[src/rtl/tdm_pkg.sv]
// tdm_pkg: shared types and constants for the 1-to-4 TDM demultiplexer.
package tdm_pkg;

  localparam int SLOTS  = 4;
  localparam int SLOT_W = 2;

  typedef logic [SLOT_W-1:0] slot_t;

  typedef enum logic {
    HUNT   = 1'b0,
    LOCKED = 1'b1
  } state_t;

endpackage

[src/rtl/demux_1_to_4.sv]
// demux_1_to_4: 2-to-4 one-hot decoder with enable; selects which slot
// register captures the current beat.
module demux_1_to_4
  import tdm_pkg::*;
(
  input  logic             en,
  input  slot_t            sel,
  output logic [SLOTS-1:0] onehot
);

  // one-hot decode of the slot index, all-zero when not enabled
  always_comb begin
    onehot = '0;
    if (en) onehot[sel] = 1'b1;
  end

endmodule

[src/rtl/tdm_demux_1_to_4.sv]
// tdm_demux_1_to_4: 1-to-4 TDM frame demultiplexer with frame_sync lock.
// Slots 0..2 collect in shadow registers; the slot-3 beat loads the whole
// frame into Y on the same edge so Y never shows a partial frame.
// Optional build macro TDM_DEMUX_ERR_CNT_EN adds an 8-bit saturating
// err_cnt output counting sync errors and lock losses.
module tdm_demux_1_to_4
  import tdm_pkg::*;
#(
  parameter int WIDTH = 1
) (
  input  logic                   clk,
  input  logic                   rst_n,
  input  logic [WIDTH-1:0]       din,
  input  logic                   din_valid,
  input  logic                   frame_sync,
  output logic [SLOTS*WIDTH-1:0] Y,
  output logic                   frame_valid,
  output logic [SLOT_W-1:0]      slot,
  output logic                   locked,
  output logic                   sync_err
`ifdef TDM_DEMUX_ERR_CNT_EN
  ,
  output logic [7:0]             err_cnt
`endif
);

  state_t state_q, state_d;
  slot_t  slot_q, slot_d;
  logic   fv_d, se_d;
  logic   wr_en;
  slot_t  wr_idx;
  logic [SLOTS-1:0]             wr_sel;
  logic [SLOTS-2:0][WIDTH-1:0]  shadow_q;

  // next-state / slot / pulse decode for one beat
  always_comb begin
    state_d = state_q;
    slot_d  = slot_q;
    fv_d    = 1'b0;
    se_d    = 1'b0;
    wr_en   = 1'b0;
    wr_idx  = slot_q;
    if (din_valid) begin
      if (frame_sync) begin
        // sync always restarts a frame at slot 0; mid-frame sync is an error
        se_d    = (state_q == LOCKED) && (slot_q != '0);
        state_d = LOCKED;
        slot_d  = slot_t'(1);
        wr_en   = 1'b1;
        wr_idx  = '0;
      end else if (state_q == LOCKED) begin
        if (slot_q == '0) begin
          // slot 0 without sync means framing was lost
          state_d = HUNT;
        end else begin
          wr_en  = 1'b1;
          slot_d = slot_q + 1'b1;
          fv_d   = (slot_q == slot_t'(SLOTS-1));
        end
      end
    end
  end

  demux_1_to_4 u_dec (
    .en     (wr_en),
    .sel    (wr_idx),
    .onehot (wr_sel)
  );

  // FSM state, slot index and one-cycle status pulses
  always_ff @(posedge clk or negedge rst_n) begin
    if (!rst_n) begin
      state_q     <= HUNT;
      slot_q      <= '0;
      frame_valid <= 1'b0;
      sync_err    <= 1'b0;
    end else begin
      state_q     <= state_d;
      slot_q      <= slot_d;
      frame_valid <= fv_d;
      sync_err    <= se_d;
    end
  end

  // shadow capture of slots 0..2 and atomic frame load on the slot-3 beat
  always_ff @(posedge clk or negedge rst_n) begin
    if (!rst_n) begin
      shadow_q <= '0;
      Y        <= '0;
    end else begin
      for (int k = 0; k < SLOTS-1; k++)
        if (wr_sel[k]) shadow_q[k] <= din;
      if (wr_sel[SLOTS-1]) Y <= {din, shadow_q};
    end
  end

  assign slot   = slot_q;
  assign locked = (state_q == LOCKED);

`ifdef TDM_DEMUX_ERR_CNT_EN
  logic err_evt;
  assign err_evt = se_d ||
                   (din_valid && !frame_sync && state_q == LOCKED && slot_q == '0);

  // saturating count of sync errors and lock losses
  always_ff @(posedge clk or negedge rst_n) begin
    if (!rst_n)                         err_cnt <= '0;
    else if (err_evt && err_cnt != 8'hFF) err_cnt <= err_cnt + 8'd1;
  end
`endif

endmodule

[config.mk]
export PLATFORM = sky130hd
export DESIGN_NAME = tdm_demux_1_to_4
export DESIGN_NICKNAME = d
export VERILOG_FILES = /design/src/rtl/tdm_pkg.sv /design/src/rtl/demux_1_to_4.sv /design/src/rtl/tdm_demux_1_to_4.sv
export SDC_FILE = /design/constraint.sdc
export NUM_CORES = 1
export LEC_CHECK = 0
export CORE_AREA = 2 2 39 41
export DETAILED_ROUTE_END_ITERATION = 10
export DIE_AREA = 0 0 41 43
export PLACE_DENSITY = 0.74
export SETUP_SLACK_MARGIN = 0.3
export SYNTH_ARGS = -nofsm -noshare
export SYNTH_HDL_FRONTEND = slang
export SYNTH_HIERARCHICAL = 1
export SYNTH_SLANG_ARGS = --single-unit
[constraint.sdc]
create_clock -name clk -period 2.2 [get_ports clk]
set_clock_uncertainty 0.15 [all_clocks]
set_input_delay 0.44 -clock clk [delete_from_list [all_inputs] [get_ports clk]]
set_output_delay 0.44 -clock clk [all_outputs]
set_load 0.01 [all_outputs]
==> impl_metrics.tcl, run 1 <==
set metrics [dict create \
    status "complete, no violations" \
    dr.pass1.iters 1 \
    holdBufCountCts 0 \
    crit_path_cell_trace "clkdlybuf4s50_1 > inv_2 > a21oi_4 > and3_4 > mux2_2" \
    routedWlPerCell_um 12.5 \
    die_h_um 43 \
    cts_made_buffers 3 \
    min_path_type "flop to flop" \
    p_per_area_nw_per_um2 1250 \
    power.total_uw 1020 \
    ys_seq_elements 12 \
    clock-root-buffer "clkbuf_4" \
    drc 0 \
    dp_hpwl_um 728 \
    final_util 0.590 \
    ys_async_sr_fraction 1.00 \
    setup_viol 0 \
    slew_headroom 0.646 \
    vias 408 \
    clock-sinks 12 \
    slew_viol_final 0 \
    ir_drop_v 0.000556 \
    clock_latency_ns 0.26 \
    worstSetupStartpointType "input port" \
    nNetsFinal 76 \
    diodes 0 \
    rsz0062_at_grt "no" \
    fp.dieW_um 41 \
    rows 14 \
    gp_congestion 0.730 \
    cap_violations 0 \
    grt_max_degree 13 \
    crit_fanout 5 \
    clockBufferDepth 2 \
    reg2reg_slack_ns 0.40 \
    ys_types 20 \
    cpPeakStageDelay_ns 0.61 \
    h-tree-depth 1 \
    dieArea_um2 1760 \
    synth_seq_area_share 0.529 \
    overflow 0 \
    worstSetupPathType "input port to flop" \
    grt_usage 0.143 \
    finalSetupTns_ns 0 \
    vias_per_cell 4.92 \
    critPathSlowestCell "clkdlybuf4s50_1" \
    syn_area_um2 568 \
    critPathTopFamily "buffers and inverters" \
    grt_pass1_vias 406 \
    report.final.hold_viol_count 0 \
    crit_required_ns 2.20 \
    fin_crit_ns 1.85 \
    drive_gt1_frac 0.418 \
    area_delta_synth_final_pct 43.8 \
    port_buffers 13 \
    drt-total-wl_mm 1.04 \
    grt_pass1_wl_mm 1.68 \
    ios 14 \
    cp_num_buf_inv 2 \
    core_um2 1380 \
    clk_pin_slew_ns 0.07 \
    yosys.area.top_type "dfrtp_1" \
    start_util 0.410 \
    cts_tree "done" \
    end_kind "flop" \
    synth_warnings 6 \
    synth_most_common_cell "dfrtp_1" \
    max_freq_mhz 542 \
    worst_pin_slew_ns 0.530 \
    drtAntennaViolNets 0 \
    synth_top_area_frac 0.529 \
    worst_ep_arrival_time_ns 1.84 \
    synth_edf_count 0 \
    synthCells 45 \
    antenna_found_initial 0 \
    yosys-top-cells-area "dfrtp_1 (53%), mux2_2 (14%), ha_1 (4.4%)" \
    first_iter_violations 0 \
    layout_worst_path_cycle_share 0.839 \
    synth_nets 52 \
    leakagePower_uw 0.000374 \
    ys.flop_type "dfrtp_1" \
    syn_avg_cell_area_um2 12.6 \
    synthTopCellsByCount "dfrtp_1 (12), mux2_2 (7), a21oi_1 (4)" \
]
## state kept, by name, summed over array words and instances (netlist names)
register and count:
Y 4, shadow_q 3, slot 2, frame_valid 1, locked 1, sync_err 1
## power breakdown
group / switching [uW] / leakage, uW / internal (uW)
combinational: 202 / 0.000215 / 310
clock: 62.7 / 0.0000138 / 63.1
sequential: 62.9 / 0.000145 / 317
total: 328 / 0.000374 / 691
## path summary, 6_finish.rpt
| check | start | end | cells after the start |
|---|---|---|---|
| worst min-delay path | shadow_q[0] | shadow_q[0] | 1 |
| worst max register to register | slot[1] | Y[2] | 6 |
| max in group asynchronous | rst_n | locked | 1 |
| min in group asynchronous | rst_n | Y[1] | 1 |
| worst max-delay path | din_valid | Y[2] | 5 |
| worst min register to register | shadow_q[0] | shadow_q[0] | 1 |
## through the flow
stage	setup slack (ns)	hold slack, ns	area (um^2)	instances
after floorplan	0.329	-0.00559	576	45
after global placement	0.0911	0.335	733	75
after detailed placement	0.0336	0.343	733	75
after CTS	0.309	0.358	788	82
after global routing	0.304	0.376	817	83
final	0.355	0.354	817	83
## cell families (layout without fill, tap and decap cells)
logic type / count (synthesis) / after routing / synth area share
DFF: 12 / 12 / 0.529
muxes: 7 / 7 / 0.139
and+or+nand+nor: 12 / 12 / 0.172
buffers and inverters: 5 / 27 / 0.0396
AOI/OAI and AO/OA: 7 / 7 / 0.0771
adders and majority gates: 2 / 2 / 0.0440
## cells in the final DEF (no fill, tap or decap), drive strengths merged
cell type and n:
nand2 2, and4b 1, inv 4, nor4 1, nand2b 1, and3 1
nor3 1, dfrtp 12, buf 7, nor2 1, clkdlybuf4s50 11, o22ai 1
a311oi 1, dlymetal6s2s 2, clkbuf 3, nor3b 2, a22o 1, ha 2
and3b 2, a21oi 4, mux2 7
## layer usage
layer,GRT usage,wire length [um]
met1,0.206,491
met2,0.191,488
met3,0.0314,57
met4,0.0800,0
met5,0,0
## cell type report
cell class / count / area, um^2
well taps: 16 / 20.0
flip-flops and latches: 12 / 302
clock buffers: 3 / 22.5
repair buffers: 20 / 188
multi-input cells: 28 / 270
inverters: 4 / 15.0
fillers: 122 / 567
## what timing repair did
item                                    in CTS  in global routing
setup buffers                                4                  1
hold endpoints to repair                     0                  0
gates resized for setup                      1                  7
endpoints found under the setup margin       6                  9
pin swaps                                    0                  1
No activity file was read; power rests on OpenSTA's default activity.
==> inputs of run 2 (changes only) <==
- CORE_AREA: 2 2 39 41 -> default
- CORE_UTILIZATION: default -> 41
- DIE_AREA: 0 0 41 43 -> default
- clock period: 2.2 -> 1.5 ns (I/O delays scaled with it)
==> run 2 against run 1 <==
The flow now finishes with violations (DRC, setup timing). Non-clock buffer count grew 17. Critical path depth grew 1. Highest routed layer unchanged. Clock power rose by 53%. Combinational power up 140%. Worst hold slack got worse by 0.17 ns. Sequential cell count unchanged. Global-route usage increased by 6.1 points.
==> impl_metrics.tcl, run 2 (synthesis results as in run 1) <==
set metrics [dict create \
    critPathSlowestCell "dfrtp_1" \
    pwr-share-comb 0.625 \
    p_seq_frac 0.278 \
    area_delta_synth_final_pct 74.0 \
    leakagePower_uw 0.000491 \
    slew_viol_final 0 \
    report.final.hold_viol_count 0 \
    p_per_area_nw_per_um2 2000 \
    r2r_cells 6 \
    nNetsFinal 93 \
    clk_pin_slew_ns 0.07 \
    use_met2 0.304 \
    vias 495 \
    core_um2 1300 \
    grt_max_degree 13 \
    port_buffers 13 \
    final_util 0.760 \
    multi_input_area_um2 337 \
    final_area_um2 988 \
    p_switching_uw 675 \
    ios 14 \
    largest-register "Y" \
    gp_congestion 0.755 \
    routedWlPerCell_um 16.3 \
    fin_crit_ns 1.72 \
    reg2reg_slack_ns -0.22 \
    vias_per_cell 5.00 \
    worst_ep_arrival_time_ns 1.72 \
    cpPeakStageDelay_ns 0.37 \
    cp-startpoint "slot[0]" \
    cts_tree "done" \
    gr-max-usage-layer "met2" \
    cap_violations 0 \
    holdBufCountCts 0 \
    r2r-end "Y[3]" \
    drtAntennaViolNets 0 \
    dp_hpwl_um 890 \
    die_h_um 39.2 \
    rsz0062_at_grt "yes" \
    setup_viol 8 \
    overflow 0 \
    min_path_type "input port to asynchronous set/reset pin" \
    hold_slack_ns 0.184 \
    drc 1 \
    grt_pass1_vias 435 \
    start_util 0.437 \
    worst_pin_slew_ns 0.214 \
    grt_usage 0.204 \
    p_clk_frac 0.097 \
    crit_path_cell_trace "inv_2 > ha_4 > nand2b_4 > a21oi_4 > and3_4 > mux2_4" \
    grt_use_met3 0.0520 \
    drive_gt1_frac 0.690 \
    clock_latency_ns 0.26 \
    violations "DRC, setup timing" \
    max_freq_mhz 582 \
    layout_common_cells "buf_4 (19), dfrtp_1 (11), mux2_4 (7), buf_6 (7), buf_2 (7)" \
    fillerInstances 87 \
    crit_required_ns 1.50 \
    slew_headroom 0.857 \
    fp.dieW_um 39.2 \
    largest_reg_flops 4 \
    drt-total-wl_mm 1.61 \
    diodes 0 \
    grt_pass1_wl_mm 2.06 \
    fin_ws_ns -0.218 \
    dr.pass1.iters 7 \
    dieArea_um2 1540 \
    final_common_cell "buf_4" \
    worstSetupPathType "flop to flop" \
    regArea_um2 302 \
    p_int_uw 1310 \
    h-tree-depth 1 \
    end_kind "flop" \
    antenna_found_initial 0 \
    place_area_um2 846 \
    reg2reg_from "slot[0]" \
    grt.met1_usage 0.289 \
    power.total_uw 1980 \
    status "finished, violations left" \
    cts_made_buffers 3 \
    clock-root-buffer "clkbuf_4" \
    ir_drop_v 0.00104 \
    swShare 0.340 \
    worstSetupStartpointType "flop" \
    clockBufferDepth 2 \
    place_ws_ns -0.456 \
    rows 13 \
    clock-sinks 12 \
    first_iter_violations 9 \
    layout_worst_path_cycle_share 1.15 \
    crit_fanout 4 \
]
-- run 2: changes by cell type in the layout (fill, tap and decap cells not counted), moves of 2 or more --
cell / delta
buf_2: +7
buf_4: +12
buf_6: +7
clkdlybuf4s50_1: -9
dlygate4sd2_1: +2
dlymetal6s2s_1: -2
mux2_2: -7
mux2_4: +7
-- run 2: area by class of cell --
class	count	share of cell area
tap	15	0.0190
inverter	4	0.0152
multi-input combinational	28	0.341
timing repair buffer	37	0.297
clock buffer	3	0.0228
sequential	12	0.305
-- run 2: worst max-delay path by stage --
stage	end	slack (ns)	depth (start not counted)
after floorplan	Y[0]	-0.26	6
after global placement	Y[0]	-0.43	4
after detailed placement	Y[0]	-0.46	4
after CTS	Y[3]	-0.18	6
after global routing	Y[3]	-0.27	6
final	Y[3]	-0.22	6
-- run 2: stage by stage --
step,TNS (ns),cells
2_1_floorplan,-1.70,45
3_3_place_gp,-2.95,84
4_1_cts,-1.09,93
3_5_place_dp,-3.11,84
6_report,-1.33,99
5_1_grt,-1.76,99
-- run 2: routing by layer --
layer / routed length, um / vias to the layer above
met5: 0 / -
met4: 0 / 0
met3: 47 / 0
met2: 859 / 14
met1: 701 / 239
li1: - / 242
-- run 2: worst max-delay path: cells and delay by family (launching register included) --
| kind | cells | cell delay (ns) |
|---|---|---|
| simple gates | 2 | 0.40 |
| flops | 1 | 0.37 |
| mux | 1 | 0.31 |
| fa+ha+maj | 1 | 0.15 |
| compound gates | 1 | 0.14 |
| buf+inv | 1 | 0.06 |
-- run 2: power groups by stage --
stage / Clock (uW) / Combinational [uW] / Sequential (uW)
after floorplan: 0 / 414 / 607
after global placement: 0 / 870 / 559
after detailed placement: 0 / 896 / 570
after CTS: 193 / 1030 / 545
after global routing: 209 / 1330 / 566
final: 193 / 1240 / 551
-- run 2: what timing repair did --
item                                    4_1_cts  5_1_grt
pin swaps                                     0        4
buffers inserted                              6        6
gates resized for setup                      47        7
endpoints found under the setup margin       21       21
